## src/rtl/multi_tick_counter_pkg.sv

```systemverilog
// Shared types for the multi-channel tick counter.
// Overflow mode encodings, snapshot state and the snapshot accept rule.
package multi_tick_counter_pkg;

    localparam logic SAT_MODE  = 1'b1;
    localparam logic WRAP_MODE = 1'b0;

    typedef enum logic {
        SNAP_EMPTY = 1'b0,
        SNAP_FULL  = 1'b1
    } snap_state_e;

    function automatic logic snap_accept(
        input logic req,
        input logic full,
        input logic ack
    );
        return req & (~full | ack);
    endfunction

endpackage

```

## src/rtl/multi_tick_counter_if.sv

```systemverilog
// Link between snapshot control and one tick channel.
// master drives the controls, slave returns flags and shadow contents.
interface multi_tick_counter_if #(
    parameter int N = 8
);
    logic         tick;
    logic         clr;
    logic         sat_mode;
    logic         take;
    logic         of;
    logic [N-1:0] sh_cnt;
    logic         sh_of;

    modport master (
        output tick, clr, sat_mode, take,
        input  of, sh_cnt, sh_of
    );

    modport slave (
        input  tick, clr, sat_mode, take,
        output of, sh_cnt, sh_of
    );
endinterface

```

## src/rtl/tick_channel.sv

```systemverilog
// One live counter with its sticky overflow flag and shadow copy.
// A snapshot moves the post-tick value into the shadow and restarts live state.
module tick_channel
    import multi_tick_counter_pkg::*;
#(
    parameter int N = 8
) (
    input logic                 clk,
    input logic                 reset_n,
    multi_tick_counter_if.slave ch
);

    localparam logic [N-1:0] MAXV = '1;

    logic [N-1:0] cnt_q;
    logic [N-1:0] cnt_d;
    logic [N-1:0] sh_cnt_q;
    logic [N-1:0] sh_cnt_d;
    logic [N-1:0] post_cnt;
    logic         of_q;
    logic         of_d;
    logic         sh_of_q;
    logic         sh_of_d;
    logic         post_of;
    logic         ev;

    always_comb begin
        post_cnt = cnt_q;
        ev       = 1'b0;
        if (ch.tick) begin
            if (cnt_q == MAXV) begin
                ev = 1'b1;
                unique case (ch.sat_mode)
                    SAT_MODE:  post_cnt = MAXV;
                    WRAP_MODE: post_cnt = '0;
                    default:   post_cnt = '0;
                endcase
            end else begin
                post_cnt = cnt_q + 1'b1;
            end
        end
        post_of = of_q | ev;
    end

    // clr beats both the tick and the snapshot capture
    always_comb begin
        cnt_d    = post_cnt;
        of_d     = post_of;
        sh_cnt_d = sh_cnt_q;
        sh_of_d  = sh_of_q;
        if (ch.clr || ch.take) begin
            cnt_d = '0;
            of_d  = 1'b0;
        end
        if (ch.take) begin
            sh_cnt_d = ch.clr ? '0 : post_cnt;
            sh_of_d  = ~ch.clr & post_of;
        end
    end

    always_ff @(posedge clk or negedge reset_n) begin
        if (!reset_n) begin
            cnt_q    <= '0;
            of_q     <= 1'b0;
            sh_cnt_q <= '0;
            sh_of_q  <= 1'b0;
        end else begin
            cnt_q    <= cnt_d;
            of_q     <= of_d;
            sh_cnt_q <= sh_cnt_d;
            sh_of_q  <= sh_of_d;
        end
    end

    assign ch.of     = of_q;
    assign ch.sh_cnt = sh_cnt_q;
    assign ch.sh_of  = sh_of_q;

endmodule

```

## src/rtl/multi_tick_counter.sv

```systemverilog
// C tick counters with a one-deep snapshot handshake and registered read mux.
// A new snapshot is taken only when the previous one is free or being acked.
module multi_tick_counter
    import multi_tick_counter_pkg::*;
#(
    parameter int N     = 8,
    parameter int C     = 4,
    parameter int SEL_W = 2
) (
    input  logic             clk,
    input  logic             reset_n,
    input  logic [C-1:0]     tick,
    input  logic             sat_mode,
    input  logic [C-1:0]     clr,
    input  logic             snap_req,
    input  logic             snap_ack,
    output logic             snap_valid,
    output logic             snap_drop,
    input  logic [SEL_W-1:0] rd_sel,
    output logic [N-1:0]     rd_count,
    output logic             rd_of,
    output logic [C-1:0]     live_of
);

    snap_state_e  state_q;
    snap_state_e  state_d;
    logic         accept;
    logic         drop_q;
    logic [N-1:0] sh_cnt [C];
    logic [C-1:0] sh_of;
    logic [N-1:0] rd_count_q;
    logic [N-1:0] rd_count_d;
    logic         rd_of_q;
    logic         rd_of_d;

    assign accept = snap_accept(snap_req, state_q == SNAP_FULL, snap_ack);

    for (genvar i = 0; i < C; i++) begin : g_ch
        multi_tick_counter_if #(.N(N)) ch ();

        assign ch.tick     = tick[i];
        assign ch.clr      = clr[i];
        assign ch.sat_mode = sat_mode;
        assign ch.take     = accept;
        assign sh_cnt[i]   = ch.sh_cnt;
        assign sh_of[i]    = ch.sh_of;
        assign live_of[i]  = ch.of;

        tick_channel #(.N(N)) u_ch (
            .clk     (clk),
            .reset_n (reset_n),
            .ch      (ch)
        );
    end

    always_ff @(posedge clk or negedge reset_n) begin
        if (!reset_n) begin
            state_q <= SNAP_EMPTY;
            drop_q  <= 1'b0;
        end else begin
            state_q <= state_d;
            drop_q  <= snap_req & ~accept;
        end
    end

    // an accept with ack re-fills, so accept is tested first
    always_comb begin
        state_d = state_q;
        if (accept) begin
            state_d = SNAP_FULL;
        end else if (snap_ack) begin
            state_d = SNAP_EMPTY;
        end
    end

    always_comb begin
        snap_valid = (state_q == SNAP_FULL);
        snap_drop  = drop_q;
    end

    always_comb begin
        rd_count_d = '0;
        rd_of_d    = 1'b0;
        for (int i = 0; i < C; i++) begin
            if (rd_sel == SEL_W'(i)) begin
                rd_count_d = sh_cnt[i];
                rd_of_d    = sh_of[i];
            end
        end
    end

    always_ff @(posedge clk or negedge reset_n) begin
        if (!reset_n) begin
            rd_count_q <= '0;
            rd_of_q    <= 1'b0;
        end else begin
            rd_count_q <= rd_count_d;
            rd_of_q    <= rd_of_d;
        end
    end

    assign rd_count = rd_count_q;
    assign rd_of    = rd_of_q;

endmodule

```

## config.mk

```make
export PLATFORM = sky130hd
export DESIGN_NAME = multi_tick_counter
export DESIGN_NICKNAME = d
export VERILOG_FILES = /design/src/rtl/multi_tick_counter_pkg.sv /design/src/rtl/multi_tick_counter_if.sv /design/src/rtl/tick_channel.sv /design/src/rtl/multi_tick_counter.sv
export SDC_FILE = /design/constraint.sdc
export NUM_CORES = 1
export LEC_CHECK = 0
export BUFFER_PORTS_ARGS = -buffer_cell sky130_fd_sc_hd__buf_2
export CORE_MARGIN = 3
export CORE_UTILIZATION = 65
export DETAILED_ROUTE_END_ITERATION = 10
export PLACE_DENSITY_LB_ADDON = 0.25
export SYNTH_ARGS = -nofsm -noshare
export SYNTH_HDL_FRONTEND = slang
export SYNTH_HIERARCHICAL = 1
export SYNTH_SLANG_ARGS = --single-unit
```

## constraint.sdc

```tcl
create_clock -name clk -period 2.7 [get_ports clk]
set_input_delay 0 -clock clk [delete_from_list [all_inputs] [get_ports clk]]
set_output_delay 0 -clock clk [all_outputs]
set_load 0.005 [all_outputs]
```

==> impl_results.md <==
- Status: completed
- Cell Area, Synth: 4150 um^2
- Nets: 428
- Most frequent cell after synthesis: dfrtp_1
- VDD IR max: 0.297 mV
- CP max-delay cell: dfrtp_1
- Area Growth Syn to Fin: 8.02%
- Pre-antenna DRT Iters: 5
- GRT Total Usage: 0.252
- FILL cells: 408
- Unrepaired setup endpoints after global routing: false
- Top FF cell, synth: dfrtp_1
- WL per Instance: 17.7 um
- Post-synth ARST share: 1.00
- CTS tree: done
- Largest cells by area after synthesis: dfrtp_1, nor2_1, o2bb2ai_1
- Worst Max-Slew Pin Slew: 1.01 ns
- CP max FO: 8
- Final period utilization: 0.725
- Min Clock Period, post-route: 1.96 ns
- Share of Yosys cell area claimed by the top area cell type: 0.500
- Clock Pin Slew Worst Setup and Hold Paths: 0.08 ns
- Number of diodes: 0
- Worst R2R Start: g_ch[0].u_ch/cnt_q[0]
- Pwr/cell area: 490 nW/um^2
- Max incr delay on CP: 0.48 ns
- Largest net degree at the start of global routing: 84
- Final Max Tran Viols: 0
- Die H: 85.9 um
- Port bufs: 29
- Post-synth EDFFs: 0
- Slew HR: 0.327
- Post-synthesis sequential area ratio: 0.500
- Mapped Cells: 383
- Worst-path cell chain: ha_1 > nand4_4 > or3_4 > o211a_1 > o32ai_2
- Final setup violation count: 0
- CTS root buffer: clkbuf_8
- Rows: 28
- CTS HTree Levels: 3
- Startpoint types: register
- Final hold viol count: 0
- Sequential cell area: 2080 um^2
- Setup WS pre-CTS: 0.765 ns
- Die Wd: 85.9 um
- Yosys reg bits: 83
- Layout cells sized above 1: 0.211
- Post-CTS sizing: 0
- Worst skew pair latency: 0.34 ns
- Fin cells: 487
- Post-synth cell types: 36
- Post-Route Skew: 0.00920 ns
- Worst reg2reg setup slack: 0.74 ns
- Total Wirelength: 8640 um
- Clk sinks: 83
- Hold_sp: clr[1]
- GPL Wtd Cong: 0.856
- Syn nets: 402
- Post-synth top area cell: dfrtp_1
- Post-Syn Area per Cell: 10.8 um^2
- DRT iter0 DRCs: 208
- Initial antenna violation count: 0
- Number of nets with antenna violations after routing: 0
- Vias per cell: 6.34
- TNS Setup: 0 ns
- Die footprint: 7380 um^2
- Via count: 3087
- Top cells by count, synth: dfrtp_1, nor2_1, nand3_1, o2bb2ai_1, nand2_1
- Syn. warnings: 6
- Worst Path Arrival: 2.21 ns
- Placeable Area: 6060 um^2
- Max Cap Violations: 0
- Multi-input logic area: 1920 um^2
- Worst setup path class: reg -> reg
- Fin worst setup slack: 0.742 ns
- Drt drc: 0
- Global route total overflow: 0
- Critical Path Sink Type: register
- Number of buffers created by CTS: 9
- Vias in the first global route: 3012
- IO Pins: 30
- Max clock buf depth: 2
- WHS Path Cells: 3
- Peak Freq: 511 MHz
- FF-to-FF End: g_ch[0].u_ch/ch.sh_cnt[0]
- Hold Path End: g_ch[1].u_ch/cnt_q[1]
- Leak Pwr: 1.95 nW
- R2R cell count: 5
- Initial Utilization: 0.685
- Dpl cells: 469
- First-pass GRT wire length: 14400 um
- DP Wirelength: 6250 um
- Hold crit path type: in -> reg
- Worst EP required: 2.95 ns
[placed cells by master (no fill, tap or decap), types with 5 or more instances in the layout]
cell,Yosys,layout
nand4_1,12,12
mux2_2,8,8
o211ai_1,8,8
o21ai_0,8,8
nand2_1,21,21
nand2b_1,5,5
clkbuf_1,8,5
inv_1,17,17
nor2_1,57,57
clkbuf_8,0,9
o2bb2ai_1,24,24
nor3_1,8,8
a21oi_1,16,16
nand3_1,24,24
buf_2,0,28
mux4_2,9,9
dfrtp_1,83,83
[registers in the layout, summed over array words and instances, names as in the netlist]
register / count
snap_drop: 1
snap_valid: 1
rd_of: 1
g_ch.u_ch/ch.of: 4
g_ch.u_ch/cnt_q: 32
g_ch.u_ch/ch.sh_of: 4
g_ch.u_ch/ch.sh_cnt: 32
rd_count: 8
[cells by family (layout without fill, tap and decap cells)]
| group | after synthesis | in the layout | synth area share |
|---|---|---|---|
| and+or+nand+nor | 156 | 156 | 0.204 |
| AOI/OAI and AO/OA | 84 | 84 | 0.166 |
| DFF | 83 | 83 | 0.500 |
| buffers and inverters | 35 | 64 | 0.0374 |
| muxes | 21 | 21 | 0.0802 |
| adders and majority gates | 4 | 4 | 0.0121 |
[per-layer routing]
layer | vias to the layer above | wire length, um | part of all wire | GRT usage
met1 | 1489 | 3980 | 0.46 | 0.361
met4 | 0 | 226 | 0.026 | 0.124
met2 | 102 | 4020 | 0.47 | 0.376
li1 | 1477 | - | - | -
met5 | - | 0 | 0 | 0
met3 | 19 | 419 | 0.049 | 0.0442
[worst max path at each step]
stage,start,to,slack (ns),cells after the start
2_1_floorplan,g_ch[0].u_ch/cnt_q[0],g_ch[0].u_ch/ch.sh_cnt[0],0.97,5
3_3_place_gp,g_ch[1].u_ch/cnt_q[0],g_ch[1].u_ch/ch.sh_cnt[0],0.82,5
3_5_place_dp,g_ch[0].u_ch/cnt_q[0],g_ch[0].u_ch/ch.sh_cnt[0],0.77,5
4_1_cts,g_ch[0].u_ch/cnt_q[0],g_ch[0].u_ch/ch.sh_cnt[0],0.76,5
5_1_grt,snap_valid,g_ch[3].u_ch/ch.sh_cnt[5],0.61,4
6_report,g_ch[0].u_ch/cnt_q[0],g_ch[0].u_ch/ch.sh_cnt[0],0.74,5
[final cells by class]
| class | count | share of cell area |
|---|---|---|
| repair buffers | 33 | 0.0419 |
| multi-input cells | 265 | 0.428 |
| inverters | 17 | 0.0142 |
| well taps | 75 | 0.0209 |
| flip-flops and latches | 83 | 0.463 |
| clock buffers | 14 | 0.0318 |
[worst max-delay path, delay by kind of cell (launching register included)]
kind            cells  cell delay (ns)
compound gates      2             0.41
fa+ha+maj           1             0.39
flops               1             0.48
simple gates        2             0.60
[what timing repair did]
item                                   CTS  global route
endpoints found under the hold margin   85             0
hold buffers                             4             0
buffers inserted                         0             0
[power by group]
part / switching [mW] / internal [mW] / leakage [nW]
clock network: 0.387 / 0.327 / 0.0706
registers: 0.0284 / 1.27 / 1.14
logic: 0.117 / 0.0664 / 0.736
total: 0.532 / 1.66 / 1.95
[metrics by stage]
step                      utilization  cell area (um^2)  total power [mW]  hold slack (ns)
after floorplan                     -              4150              1.43           -0.296
after CTS                       0.740              4480              2.22           0.0244
after global placement          0.710              4300              1.50            0.211
after global routing            0.740              4480              2.29           0.0608
final                           0.740              4480              2.20           0.0353
after detailed placement        0.710              4300              1.50            0.214
Power figures use the tool's default switching activity.
